### src/rtl/fft_io_sequencer.sv
// fft_io_sequencer: host-side frame sequencer for the 2048-point FFT core.
// It loads 2048 real samples into RAM A through the core's external write
// ports, then pulses start and waits for a rising edge on iFFT_RDY. After
// that it streams the 2048 results out over a valid/ready/last interface.
// Optional feature: define FFT_IO_TIMEOUT_EN to build the RUN timeout
// counter and the ERR state. The timeout length is set by TIMEOUT_CYCLES.
module fft_io_sequencer #(
  parameter int unsigned TIMEOUT_CYCLES = 65535
) (
  input  logic        iCLK,
  input  logic        iRESET,
  input  logic        iABORT,
  input  logic [15:0] iIN_DATA,
  input  logic        iIN_VALID,
  output logic        oIN_READY,
  output logic [15:0] oFFT_DATA,
  output logic [8:0]  oFFT_ADDR_WR,
  output logic [3:0]  oFFT_WE,
  output logic [8:0]  oFFT_ADDR_RD,
  output logic        oFFT_START,
  input  logic        iFFT_RDY,
  input  logic [16:0] iFFT_RE_0,
  input  logic [16:0] iFFT_RE_1,
  input  logic [16:0] iFFT_RE_2,
  input  logic [16:0] iFFT_RE_3,
  output logic [16:0] oOUT_DATA,
  output logic        oOUT_VALID,
  input  logic        iOUT_READY,
  output logic        oOUT_LAST,
  output logic        oBUSY,
  output logic        oFRAME_DONE,
  output logic        oERR
);

  typedef enum logic [2:0] {
    S_IDLE,
    S_LOAD,
    S_START,
    S_RUN,
    S_RD,
    S_CAP,
    S_EMIT
`ifdef FFT_IO_TIMEOUT_EN
    , S_ERR
`endif
  } state_t;

  state_t      state_q;
  logic [10:0] n_q;
  logic [10:0] k_q;
  logic [10:0] k_inc;
  logic [15:0] data_q;
  logic [8:0]  addr_wr_q;
  logic [3:0]  we_q;
  logic [8:0]  addr_rd_q;
  logic        start_q;
  logic        out_valid_q;
  logic        done_q;
  logic        rdy_prev_q;
  logic [16:0] buf_q [4];

`ifdef FFT_IO_TIMEOUT_EN
  localparam logic [15:0] TMO_LAST = 16'(TIMEOUT_CYCLES - 1);
  logic [15:0] tmo_q;
`endif

  assign k_inc = k_q + 11'd1;

  always_ff @(posedge iCLK or negedge iRESET) begin
    if (!iRESET) begin
      state_q     <= S_IDLE;
      n_q         <= '0;
      k_q         <= '0;
      data_q      <= '0;
      addr_wr_q   <= '0;
      we_q        <= '0;
      addr_rd_q   <= '0;
      start_q     <= 1'b0;
      out_valid_q <= 1'b0;
      done_q      <= 1'b0;
      rdy_prev_q  <= 1'b0;
      for (int unsigned i = 0; i < 4; i++) buf_q[i] <= '0;
`ifdef FFT_IO_TIMEOUT_EN
      tmo_q       <= '0;
`endif
    end else if (iABORT) begin
      state_q     <= S_IDLE;
      n_q         <= '0;
      k_q         <= '0;
      data_q      <= '0;
      addr_wr_q   <= '0;
      we_q        <= '0;
      addr_rd_q   <= '0;
      start_q     <= 1'b0;
      out_valid_q <= 1'b0;
      done_q      <= 1'b0;
      rdy_prev_q  <= 1'b0;
      for (int unsigned i = 0; i < 4; i++) buf_q[i] <= '0;
`ifdef FFT_IO_TIMEOUT_EN
      tmo_q       <= '0;
`endif
    end else begin
      we_q    <= '0;
      start_q <= 1'b0;
      done_q  <= 1'b0;
      case (state_q)
        S_IDLE, S_LOAD: begin
          if (iIN_VALID) begin
            data_q    <= iIN_DATA;
            addr_wr_q <= n_q[10:2];
            we_q      <= 4'b0001 << n_q[1:0];
            n_q       <= n_q + 11'd1;
            if (n_q == 11'd2047) begin
              state_q <= S_START;
              start_q <= 1'b1;
            end else begin
              state_q <= S_LOAD;
            end
          end
        end
        // Detector armed high so RUN must see a low before a high
        S_START: begin
          state_q    <= S_RUN;
          rdy_prev_q <= 1'b1;
`ifdef FFT_IO_TIMEOUT_EN
          tmo_q      <= '0;
`endif
        end
        S_RUN: begin
          rdy_prev_q <= iFFT_RDY;
          if (!rdy_prev_q && iFFT_RDY) begin
            k_q       <= '0;
            addr_rd_q <= '0;
            state_q   <= S_RD;
          end
`ifdef FFT_IO_TIMEOUT_EN
          else if (tmo_q == TMO_LAST) begin
            state_q <= S_ERR;
          end else begin
            tmo_q <= tmo_q + 16'd1;
          end
`endif
        end
        S_RD: begin
          state_q <= S_CAP;
        end
        S_CAP: begin
          buf_q[0]    <= iFFT_RE_0;
          buf_q[1]    <= iFFT_RE_1;
          buf_q[2]    <= iFFT_RE_2;
          buf_q[3]    <= iFFT_RE_3;
          out_valid_q <= 1'b1;
          state_q     <= S_EMIT;
        end
        S_EMIT: begin
          if (iOUT_READY) begin
            k_q <= k_inc;
            if (k_q[1:0] == 2'd3) begin
              out_valid_q <= 1'b0;
              if (k_q == 11'd2047) begin
                done_q  <= 1'b1;
                state_q <= S_IDLE;
              end else begin
                addr_rd_q <= k_inc[10:2];
                state_q   <= S_RD;
              end
            end
          end
        end
`ifdef FFT_IO_TIMEOUT_EN
        S_ERR: begin
          state_q <= S_ERR;
        end
`endif
        default: begin
          state_q <= S_IDLE;
        end
      endcase
    end
  end

  assign oIN_READY    = (state_q == S_IDLE) || (state_q == S_LOAD);
  assign oFFT_DATA    = data_q;
  assign oFFT_ADDR_WR = addr_wr_q;
  assign oFFT_WE      = we_q;
  assign oFFT_ADDR_RD = addr_rd_q;
  assign oFFT_START   = start_q;
  assign oOUT_DATA    = buf_q[k_q[1:0]];
  assign oOUT_VALID   = out_valid_q;
  assign oOUT_LAST    = out_valid_q && (k_q == 11'd2047);
  assign oBUSY        = (state_q != S_IDLE);
  assign oFRAME_DONE  = done_q;
`ifdef FFT_IO_TIMEOUT_EN
  assign oERR         = (state_q == S_ERR);
`else
  assign oERR         = 1'b0;
`endif

endmodule
### config.mk
export PLATFORM = sky130hd
export DESIGN_NAME = fft_io_sequencer
export DESIGN_NICKNAME = d
export VERILOG_FILES = /design/src/rtl/fft_io_sequencer.sv
export SDC_FILE = /design/constraint.sdc
export NUM_CORES = 1
export LEC_CHECK = 0
export BUFFER_PORTS_ARGS = -buffer_cell sky130_fd_sc_hd__buf_4
export CORE_MARGIN = 2
export CORE_UTILIZATION = 53
export CTS_CLUSTER_SIZE = 10
export DETAILED_ROUTE_END_ITERATION = 16
export GPL_TIMING_DRIVEN = 0
export MAX_ROUTING_LAYER = met4
export PLACE_DENSITY = 0.8
export SKIP_LAST_GASP = 1
export SLEW_MARGIN = 20
export SYNTH_ARGS = -nofsm -noshare
export SYNTH_HDL_FRONTEND = slang
export SYNTH_SLANG_ARGS = --single-unit
### constraint.sdc
create_clock -name iCLK -period 2.6 [get_ports iCLK]
set_input_delay 0.26 -clock iCLK [delete_from_list [all_inputs] [get_ports iCLK]]
set_output_delay 0.26 -clock iCLK [all_outputs]
set_load 0.01 [all_outputs]
==> flow_metrics.env, run 1 <==
export IMPL_outcome="finished clean"
export IMPL_avgViaCountPerCell=5.86
export IMPL_cap_violations=0
export IMPL_routabilityCongestion=0.832
export IMPL_yosysSeqAreaShare=0.566
export IMPL_io_buffer_count=150
export IMPL_p_clk_frac=0.480
export IMPL_area_delta_synth_final_pct=31.9
export IMPL_antenna_cells=0
export IMPL_cts_tree="built"
export IMPL_worst_pin_slew_ns=0.669
export IMPL_synth_cell_type_count=51
export IMPL_drive_above_1_share=0.318
export IMPL_postSynthCellCount=507
export IMPL_pwr_share_seq=0.455
export IMPL_dp_hpwl_um=11300
export IMPL_period_needed_ns=2.44
export IMPL_cp_cell_sequence="buf_2, clkbuf_4, mux4_2, buf_4"
export IMPL_hold_ws_ns=0.0533
export IMPL_required_ns=2.34
export IMPL_crit_type="reg -> out"
export IMPL_vias=4872
export IMPL_wl_per_cell_um=19.4
export IMPL_post_synth_top_area_cell="dfrtp_1"
export IMPL_p_leak_nw=3.76
export IMPL_r2r_slack_ns=0.43
export IMPL_antenna_found_initial=0
export IMPL_dr_pass1_iters=5
export IMPL_grt_ovfl_total=0
export IMPL_setup_viol=0
export IMPL_p_int_mw=3.65
export IMPL_switching_share=0.223
export IMPL_finalMaxSlewViolations=0
export IMPL_p_sw_mw=1.04
export IMPL_skew_ns=0.00672
export IMPL_finalCritPeriodShare=0.939
export IMPL_ys_ff_latch=135
export IMPL_ant_nets=0
export IMPL_end_kind="output pin"
export IMPL_grt_setup_unrepaired="false"
export IMPL_synth_top_area_share=0.566
export IMPL_reg2regPathDepth=6
export IMPL_syn_nets=602
export IMPL_htree_num_levels=4
export IMPL_layout_nets=773
export IMPL_hold_viol_final=0
export IMPL_holdPathStages=2
export IMPL_ir_worst_vdd_uv=855
export IMPL_most_common_layout_cells="buf_4 (150), dfrtp_1 (135), a22o_1 (70)"
export IMPL_reg2reg_to="oFFT_ADDR_RD[7]"
export IMPL_min_from="iFFT_RE_2[0]"
export IMPL_syn_avg_cell_area_um2=11.8
export IMPL_grt_usage=0.283
export IMPL_clock_latency_ns=0.42
export IMPL_synth_area_leaders="dfrtp_1 (57%), a22o_1 (10%), mux4_2 (6.4%)"
export IMPL_cts_buffers=17
export IMPL_grt_pass1_vias=5005
export IMPL_comb_power_share=0.066
export IMPL_die_y_um=110
export IMPL_r2r_start="k_q[0]"
export IMPL_cts_num_sinks=135
export IMPL_synth_enable_flop_cells=0
export IMPL_setup_tns_ns=0
export IMPL_holdCritPathClass="in -> reg"
export IMPL_dr_first_iter_drc_count=341
export IMPL_ys_warn_count=0
export IMPL_wl_um=16100
export IMPL_grt_max_degree=72
export IMPL_rows=38
export IMPL_worst_path_buf_inv=3
export IMPL_root_buffer="clkbuf_16"
export IMPL_drcViolationCount=0
export IMPL_async_flop_share=1.00
export IMPL_maxSlewHeadroom=0.554
export IMPL_io_pins=152
export IMPL_power_density_nw_per_um2=596
export IMPL_final_common_cell="buf_4"
export IMPL_critPathLaunchType="flip-flop"
export IMPL_netlist_area_um2=5970
export IMPL_path_delay_family="buffers and inverters"
export IMPL_clock_path_buffers=2
export IMPL_nFillCells=779
export IMPL_initial_core_util=0.546
export IMPL_clk_pin_slew_worst_paths_ns=0.06
export IMPL_critPathMaxStageDelay_ns=0.54
export IMPL_arrival_ns=2.18
export IMPL_grt_pass1_wl_um=25100
export IMPL_cp_max_fo=10
export IMPL_ys_flop_type="dfrtp_1"
export IMPL_dieArea_um2=12100
export IMPL_crit_path_top_delay_cell="mux4_2"
export IMPL_fp_coreArea_um2=10900
export IMPL_dieWidth_um=110
export IMPL_clock_fmax_mhz=410
export IMPL_holdPathEnd="buf_q[17]"
kinds of logic after synthesis:
kind of cell             synth area share
multiplexers                       0.0735
other                            0.000628
flip-flops                          0.566
buffers and inverters              0.0362
AO/OA/AOI/OAI                       0.179
adder cells (fa/ha/maj)            0.0105
XOR/XNOR                           0.0205
AND/OR/NAND/NOR                     0.114
layout make-up:
| type | instances | area [um^2] | share of cell area |
|---|---|---|---|
| inverters | 12 | 45.0 | 0.00572 |
| flip-flops and latches | 135 | 3380 | 0.429 |
| well taps | 140 | 175 | 0.0222 |
| clock inverters | 8 | 72.6 | 0.00921 |
| plain buffers | 39 | 174 | 0.0221 |
| repair buffers | 152 | 1170 | 0.149 |
| clock buffers | 24 | 482 | 0.0612 |
| multi-input cells | 321 | 2380 | 0.302 |
routing by layer:
layer  part of all wire  up-vias  global-route usage
met1               0.39     2392               0.343
met2               0.50      218               0.451
li1                   -     2221                   -
met4              0.028        0               0.104
met5                  0        -                   -
met3              0.080       41              0.0870
per-stage QoR:
stage                     total power [mW]  cells  utilization  worst slack, ns  instance area [um^2]
after global placement                2.46    797        0.665            0.496                  7270
after floorplan                       2.26    507            -            0.697                  5970
after global routing                  4.85    831        0.720           0.0343                  7880
after detailed placement              2.48    798        0.668            0.440                  7310
final                                 4.69    831        0.720            0.159                  7880
after CTS                             4.73    831        0.720           0.0541                  7870
repair_timing:
| action | in CTS | in global routing |
|---|---|---|
| setup buffers | 0 | 0 |
| endpoints found under the hold margin | 64 | 0 |
| endpoints found under the setup margin | 0 | 8 |
| gates resized for setup | 0 | 1 |
| hold buffers | 1 | 0 |
cells in the mapped netlist (3+ instances only):
cell type and n:
dfrtp_1 135, a22o_1 70, nand2_1 65, a21oi_1 33, clkbuf_1 21, mux4_2 17
nand3_1 13, nor2_1 13, inv_1 12, xnor2_1 12, buf_2 11, nor4_1 8
nor3_1 7, o21ai_0 7, o2bb2ai_1 7, nand4_1 6, and3_1 5, buf_1 5
ha_1 5, mux2_2 5, or3_1 4, a21o_1 3, a22oi_1 3, nor2b_1 3
worst max path at each step:
stage               startpoint               to  slack [ns]  cells past startpoint
floorplan               k_q[0]  oFFT_ADDR_RD[5]        0.70                      6
global placement        k_q[0]  oFFT_ADDR_RD[5]        0.50                      6
detailed placement      k_q[0]  oFFT_ADDR_RD[7]        0.44                      6
CTS                     k_q[0]    oOUT_DATA[13]        0.05                      4
global route            k_q[0]    oOUT_DATA[12]        0.03                      4
finish                  k_q[0]    oOUT_DATA[13]        0.16                      4
power groups by stage:
stage	logic [mW]	registers (mW)	clock network [mW]
2_1_floorplan	0.0862	2.18	0
3_3_place_gp	0.291	2.17	0
3_5_place_dp	0.305	2.17	0
4_1_cts	0.309	2.13	2.28
5_1_grt	0.337	2.14	2.38
6_report	0.307	2.13	2.25
state kept, by name, summed over array words and instances, names as in the netlist, 3 cells and up:
register,cells
buf_q,68
oFFT_DATA,16
k_q,11
n_q,11
oFFT_ADDR_RD,9
oFFT_ADDR_WR,9
oFFT_WE,4
state_q,3
(Power assumes the default switching activity.)
==> inputs of run 2 (changes only) <==
--- a/config.mk
+++ b/config.mk
@@ -13,6 +13,7 @@
 export GPL_TIMING_DRIVEN = 0
 export MAX_ROUTING_LAYER = met4
 export PLACE_DENSITY = 0.8
+export REMOVE_ABC_BUFFERS = 1
 export SKIP_LAST_GASP = 1
 export SLEW_MARGIN = 20
 export SYNTH_ARGS = -nofsm -noshare
==> run 2 against run 1 <==
  * First-iteration DRC count rose by 28%
  * Die area unchanged
  * Critical endpoint is now oOUT_LAST
  * Sequential cell count unchanged
  * Sequential power about the same
==> flow_metrics.env, run 2 (synthesized netlist as in run 1, its figures left out) <==
export IMPL_p_clk_frac=0.529
export IMPL_clock_fmax_mhz=411
export IMPL_pre_cts_slack_ns=-0.0716
export IMPL_setup_tns_ns=0
export IMPL_antenna_found_initial=0
export IMPL_avgViaCountPerCell=5.81
export IMPL_grt_setup_unrepaired="false"
export IMPL_vias=4619
export IMPL_dr_pass1_iters=4
export IMPL_period_needed_ns=2.43
export IMPL_hold_ws_ns=0.0621
export IMPL_wl_per_cell_um=18.2
export IMPL_grt_ovfl_total=0
export IMPL_grt_pass1_wl_um=22800
export IMPL_cts_tree="built"
export IMPL_root_buffer="clkbuf_16"
export IMPL_pwr_share_seq=0.413
export IMPL_setup_viol=0
export IMPL_p_total_mw=5.17
export IMPL_die_y_um=110
export IMPL_holdCritPathClass="in -> reg"
export IMPL_cts_buffers=17
export IMPL_worst_path_buf_inv=1
export IMPL_placed_cell_area_um2=7220
export IMPL_drive_above_1_share=0.336
export IMPL_outcome="finished clean"
export IMPL_critPathLaunchType="flip-flop"
export IMPL_wl_um=14500
export IMPL_cap_violations=0
export IMPL_cp_cell_sequence="ha_2, nand2_1, nor4_1, buf_4"
export IMPL_p_leak_nw=3.76
export IMPL_initial_core_util=0.546
export IMPL_antenna_cells=0
export IMPL_htree_num_levels=4
export IMPL_dp_cells=762
export IMPL_most_common_layout_cells="buf_4 (149), dfrtp_1 (133), a22o_1 (70)"
export IMPL_arrival_ns=2.17
export IMPL_largest_register_ff_count=68
export IMPL_clock_path_buffers=2
export IMPL_fp_coreArea_um2=10900
export IMPL_path_delay_family="flip-flops"
export IMPL_ant_nets=0
export IMPL_ir_worst_vdd_uv=708
export IMPL_cp_max_fo=20
export IMPL_dp_hpwl_um=9270
export IMPL_critPathMaxStageDelay_ns=0.63
export IMPL_end_kind="output pin"
export IMPL_dr_first_iter_drc_count=437
export IMPL_final_common_cell="buf_4"
export IMPL_crit_type="reg -> out"
export IMPL_skew_ns=0.0125
export IMPL_grt_pass1_vias=4595
export IMPL_worst_pin_slew_ns=0.725
export IMPL_p_sw_mw=1.06
export IMPL_crit_path_top_delay_cell="dfrtp_4"
export IMPL_finalCritPeriodShare=0.935
export IMPL_power_density_nw_per_um2=653
export IMPL_largest_register="buf_q"
export IMPL_routabilityCongestion=0.852
export IMPL_stdcell_count=795
export IMPL_rows=38
export IMPL_grt_max_degree=71
export IMPL_area_delta_synth_final_pct=32.7
export IMPL_stdcell_area_um2=7920
export IMPL_clock_latency_ns=0.42
export IMPL_final_util=0.725
export IMPL_drcViolationCount=0
export IMPL_io_buffer_count=150
export IMPL_maxSlewHeadroom=0.517
export IMPL_switching_share=0.205
export IMPL_io_pins=152
export IMPL_dieWidth_um=110
export IMPL_p_int_mw=4.11
export IMPL_required_ns=2.34
export IMPL_layout_nets=738
export IMPL_hold_viol_final=0
export IMPL_comb_power_share=0.058
export IMPL_fin_ws_ns=0.168
export IMPL_clk_pin_slew_worst_paths_ns=0.06
export IMPL_cts_num_sinks=135
export IMPL_dieArea_um2=12100
export IMPL_grt_usage=0.254
export IMPL_finalMaxSlewViolations=0
==> run 2: changes by cell type in the layout (fill, tap and decap cells not counted), sizes merged <==
| cell | change |
|---|---|
| clkbuf | -27 |
| clkinvlp | -2 |
| buf | -13 |
| clkinv | +1 |
| bufinv | +5 |
==> run 2: power by group through the flow <==
stage / Sequential [mW] / Clock (mW) / Combinational, mW
floorplan: 2.18 / 0 / 0.0663
global placement: 2.17 / 0 / 0.271
detailed placement: 2.18 / 0 / 0.297
CTS: 2.14 / 2.76 / 0.301
global route: 2.14 / 2.86 / 0.328
finish: 2.14 / 2.74 / 0.298
==> run 2: worst reg2reg max path, cell delays in order (launching register included) <==
cell     delay (ns)
dfrtp_1        0.58
or3b_2         0.86
nor4_1         0.44
xnor2_1        0.17
nor2_1         0.07
==> run 2: layer usage <==
metal / routed length [um] / global-route usage / up-vias
li1: - / - / 2143
met1: 6220 / 0.331 / 2308
met2: 7050 / 0.387 / 144
met3: 918 / 0.0547 / 24
met4: 308 / 0.108 / 0
met5: 0 / - / -
==> run 2: repair_timing <==
action | 4_1_cts | 5_1_grt
setup endpoints to repair | 3 | 1
resized for setup | 3 | 1
hold buffers | 1 | 0
hold endpoints to repair | 65 | 0
buffers inserted | 1 | 0
==> run 2: final timing paths <==
path	startpoint	to	slack [ns]	depth (start not counted)
setup / recovery	k_q[1]	oOUT_LAST	0.17	4
hold / removal	iFFT_RE_0[6]	buf_q[57]	0.06	2
setup reg to reg	state_q[1]	n_q[9]	0.33	4
hold reg to reg	oFFT_ADDR_RD[4]	oFFT_ADDR_RD[4]	0.49	1
max in group asynchronous	iRESET	k_q[1]	1.49	3
min in group asynchronous	iRESET	buf_q[11]	0.38	2
==> run 2: final cells by class <==
class,instances,area [um^2]
multi-input cells,321,2400
repair buffers,156,1240
flip-flops and latches,135,3390
inverters,12,45.0
well taps,140,175
clock buffers,19,453
fillers,771,3010
clock inverters,12,224
==> inputs of run 3 (changes only) <==
--- a/config.mk
+++ b/config.mk
@@ -5,14 +5,14 @@
 export SDC_FILE = /design/constraint.sdc
 export NUM_CORES = 1
 export LEC_CHECK = 0
-export BUFFER_PORTS_ARGS = -buffer_cell sky130_fd_sc_hd__buf_4
 export CORE_MARGIN = 2
-export CORE_UTILIZATION = 53
+export CORE_UTILIZATION = 59
 export CTS_CLUSTER_SIZE = 10
 export DETAILED_ROUTE_END_ITERATION = 16
+export DONT_BUFFER_PORTS = 1
 export GPL_TIMING_DRIVEN = 0
 export MAX_ROUTING_LAYER = met4
-export PLACE_DENSITY = 0.8
+export PLACE_DENSITY = 0.75
 export REMOVE_ABC_BUFFERS = 1
 export SKIP_LAST_GASP = 1
 export SLEW_MARGIN = 20
==> constraint.sdc (replaced) <==
create_clock -name iCLK -period 2.6 [get_ports iCLK]
set_input_delay 0.13 -clock iCLK [delete_from_list [all_inputs] [get_ports iCLK]]
set_output_delay 0.13 -clock iCLK [all_outputs]
set_load 0.01 [all_outputs]
==> run 3 against run 2 <==
  * The flow now finishes with violations (negative hold slack)
  * Register-to-register slack lost 0.14 ns
  * Sequential cell count is the same
  * Hold slack lost 0.75 ns
  * Fmax grew 1.0%
  * Critical path depth is the same
  * Global-route usage grew 4.0 points
  * Sequential share of layout area grew 1.9 points
  * Critical path type is now reg -> reg
  * Critical endpoint is now oFFT_DATA[2]
  * Largest power group unchanged
==> flow_metrics.env, run 3 (synthesized netlist as in run 1, its figures left out) <==
export IMPL_finalCritPeriodShare=0.926
export IMPL_fp_coreArea_um2=9820
export IMPL_r2r_start="state_q[1]"
export IMPL_drive_above_1_share=0.120
export IMPL_grt_pass1_vias=4549
export IMPL_setup_viol=0
export IMPL_clock_path_buffers=2
export IMPL_rows=36
export IMPL_most_common_layout_cells="dfrtp_1 (133), dlygate4sd3_1 (89), a22o_1 (70)"
export IMPL_wl_met3_um=1080
export IMPL_comb_power_share=0.050
export IMPL_avgViaCountPerCell=6.25
export IMPL_violations="negative hold slack"
export IMPL_dp_hpwl_um=7940
export IMPL_worst_pin_slew_ns=0.725
export IMPL_grt_usage=0.294
export IMPL_layout_nets=676
export IMPL_skew_ns=0.00563
export IMPL_dr_pass1_iters=5
export IMPL_cts_num_sinks=135
export IMPL_reg2reg_to="oFFT_DATA[2]"
export IMPL_wl_met2_um=7690
export IMPL_outcome="complete, but fails checks"
export IMPL_dieArea_um2=10900
export IMPL_cp_max_fo=35
export IMPL_ir_worst_vdd_uv=542
export IMPL_routabilityCongestion=0.837
export IMPL_largest_register="buf_q"
export IMPL_r2r_slack_ns=0.19
export IMPL_largest_register_ff_count=68
export IMPL_clock_latency_ns=0.51
export IMPL_reg2regPathDepth=4
export IMPL_io_pins=152
export IMPL_pwr_share_seq=0.454
export IMPL_hold_buffers=90
export IMPL_p_clk_frac=0.497
export IMPL_nFillCells=565
export IMPL_p_int_mw=3.76
export IMPL_grt_setup_unrepaired="false"
export IMPL_crit_type="reg -> reg"
export IMPL_antenna_cells=0
export IMPL_period_needed_ns=2.41
export IMPL_p_total_mw=4.74
export IMPL_dieWidth_um=105
export IMPL_vias=4545
export IMPL_power_density_nw_per_um2=625
export IMPL_ant_nets=0
export IMPL_antenna_found_initial=0
export IMPL_die_y_um=105
export IMPL_wl_per_cell_um=20.9
export IMPL_cts_tree="built"
export IMPL_hold_viol_final=135
export IMPL_p_sw_mw=0.976
export IMPL_end_kind="flip-flop"
export IMPL_holdCritPathClass="in -> async"
export IMPL_initial_core_util=0.608
export IMPL_root_buffer="clkbuf_8"
export IMPL_arrival_ns=2.80
export IMPL_required_ns=2.99
export IMPL_drcViolationCount=0
export IMPL_io_buffer_count=0
export IMPL_wl_met1_um=6100
export IMPL_grt_max_degree=136
export IMPL_grt_ovfl_total=0
export IMPL_final_common_cell="dfrtp_1"
export IMPL_htree_num_levels=4
export IMPL_hold_ws_ns=-0.691
export IMPL_dr_first_iter_drc_count=288
export IMPL_cap_violations=0
export IMPL_clk_pin_slew_worst_paths_ns=0.06
export IMPL_clock_fmax_mhz=415
export IMPL_final_util=0.772
export IMPL_maxSlewHeadroom=0.514
export IMPL_p_leak_nw=3.34
export IMPL_wl_um=15200
export IMPL_critPathLaunchType="flip-flop"
export IMPL_finalMaxSlewViolations=0
export IMPL_area_delta_synth_final_pct=27.0
export IMPL_highest_layer="met4"
export IMPL_cts_buffers=17
export IMPL_switching_share=0.206
export IMPL_grt_pass1_wl_um=24500
==> run 3: final cells by class <==
cell class,count,area [um^2],area share
Timing Repair Buffer,93,977,0.129
Clock inverter,8,92.6,0.0122
Clock buffer,24,500,0.0660
Sequential cell,135,3380,0.446
Inverter,12,45.0,0.00594
Multi-Input combinational cell,322,2420,0.319
Tap cell,133,166,0.0219
==> run 3: how the worst max path moves through the flow <==
stage	start	to	slack, ns	cells after the start
after floorplan	state_q[2]	buf_q[0]	-1.08	3
after global placement	state_q[1]	buf_q[40]	-2.40	3
after detailed placement	k_q[1]	oFFT_ADDR_RD[5]	-0.04	4
after CTS	state_q[1]	oFFT_DATA[2]	0.09	4
after global routing	state_q[1]	oFFT_DATA[2]	0.07	4
final	state_q[1]	oFFT_DATA[2]	0.19	4
==> run 3: power by group through the flow <==
stage	sequential, mW	clock, mW	combinational (mW)
after floorplan	2.18	0	0.0663
after global placement	2.18	0	0.0819
after detailed placement	2.19	0	0.0992
after CTS	2.15	2.39	0.227
after global routing	2.15	2.51	0.254
final	2.15	2.35	0.235
==> run 3: stage by stage <==
| stage | cell area [um^2] | instances | setup WS, ns | TNS (ns) |
|---|---|---|---|---|
| 2_1_floorplan | 5800 | 468 | -1.08 | -73.37 |
| 3_3_place_gp | 5970 | 601 | -2.40 | -164.35 |
| 3_5_place_dp | 6060 | 604 | -0.0447 | -0.0893 |
| 4_1_cts | 7570 | 726 | 0.0860 | 0 |
| 5_1_grt | 7580 | 727 | 0.0659 | 0 |
| 6_report | 7580 | 727 | 0.192 | 0 |
==> run 3: repair_timing <==
item | 4_1_cts | 5_1_grt
gates resized for setup | 3 | 1
buffers inserted | 0 | 0
cloned | 0 | 1
endpoints found under the setup margin | 3 | 2
endpoints found under the hold margin | 261 | 135
pin swaps | 0 | 1
==> run 3: per-layer routing <==
layer  global-route usage  vias to the layer above
met5                    -                        -
met3               0.0917                       33
met1                0.371                     2293
met4                0.100                        0
met2                0.455                      195
li1                     -                     2024
==> run 3: critical path, cell delays in order (launching register included) <==
cell	delay, ns
dfrtp_1	0.61
or3b_2	0.87
nand2_1	0.16
a21oi_1	0.09
dlygate4sd3_1	0.56
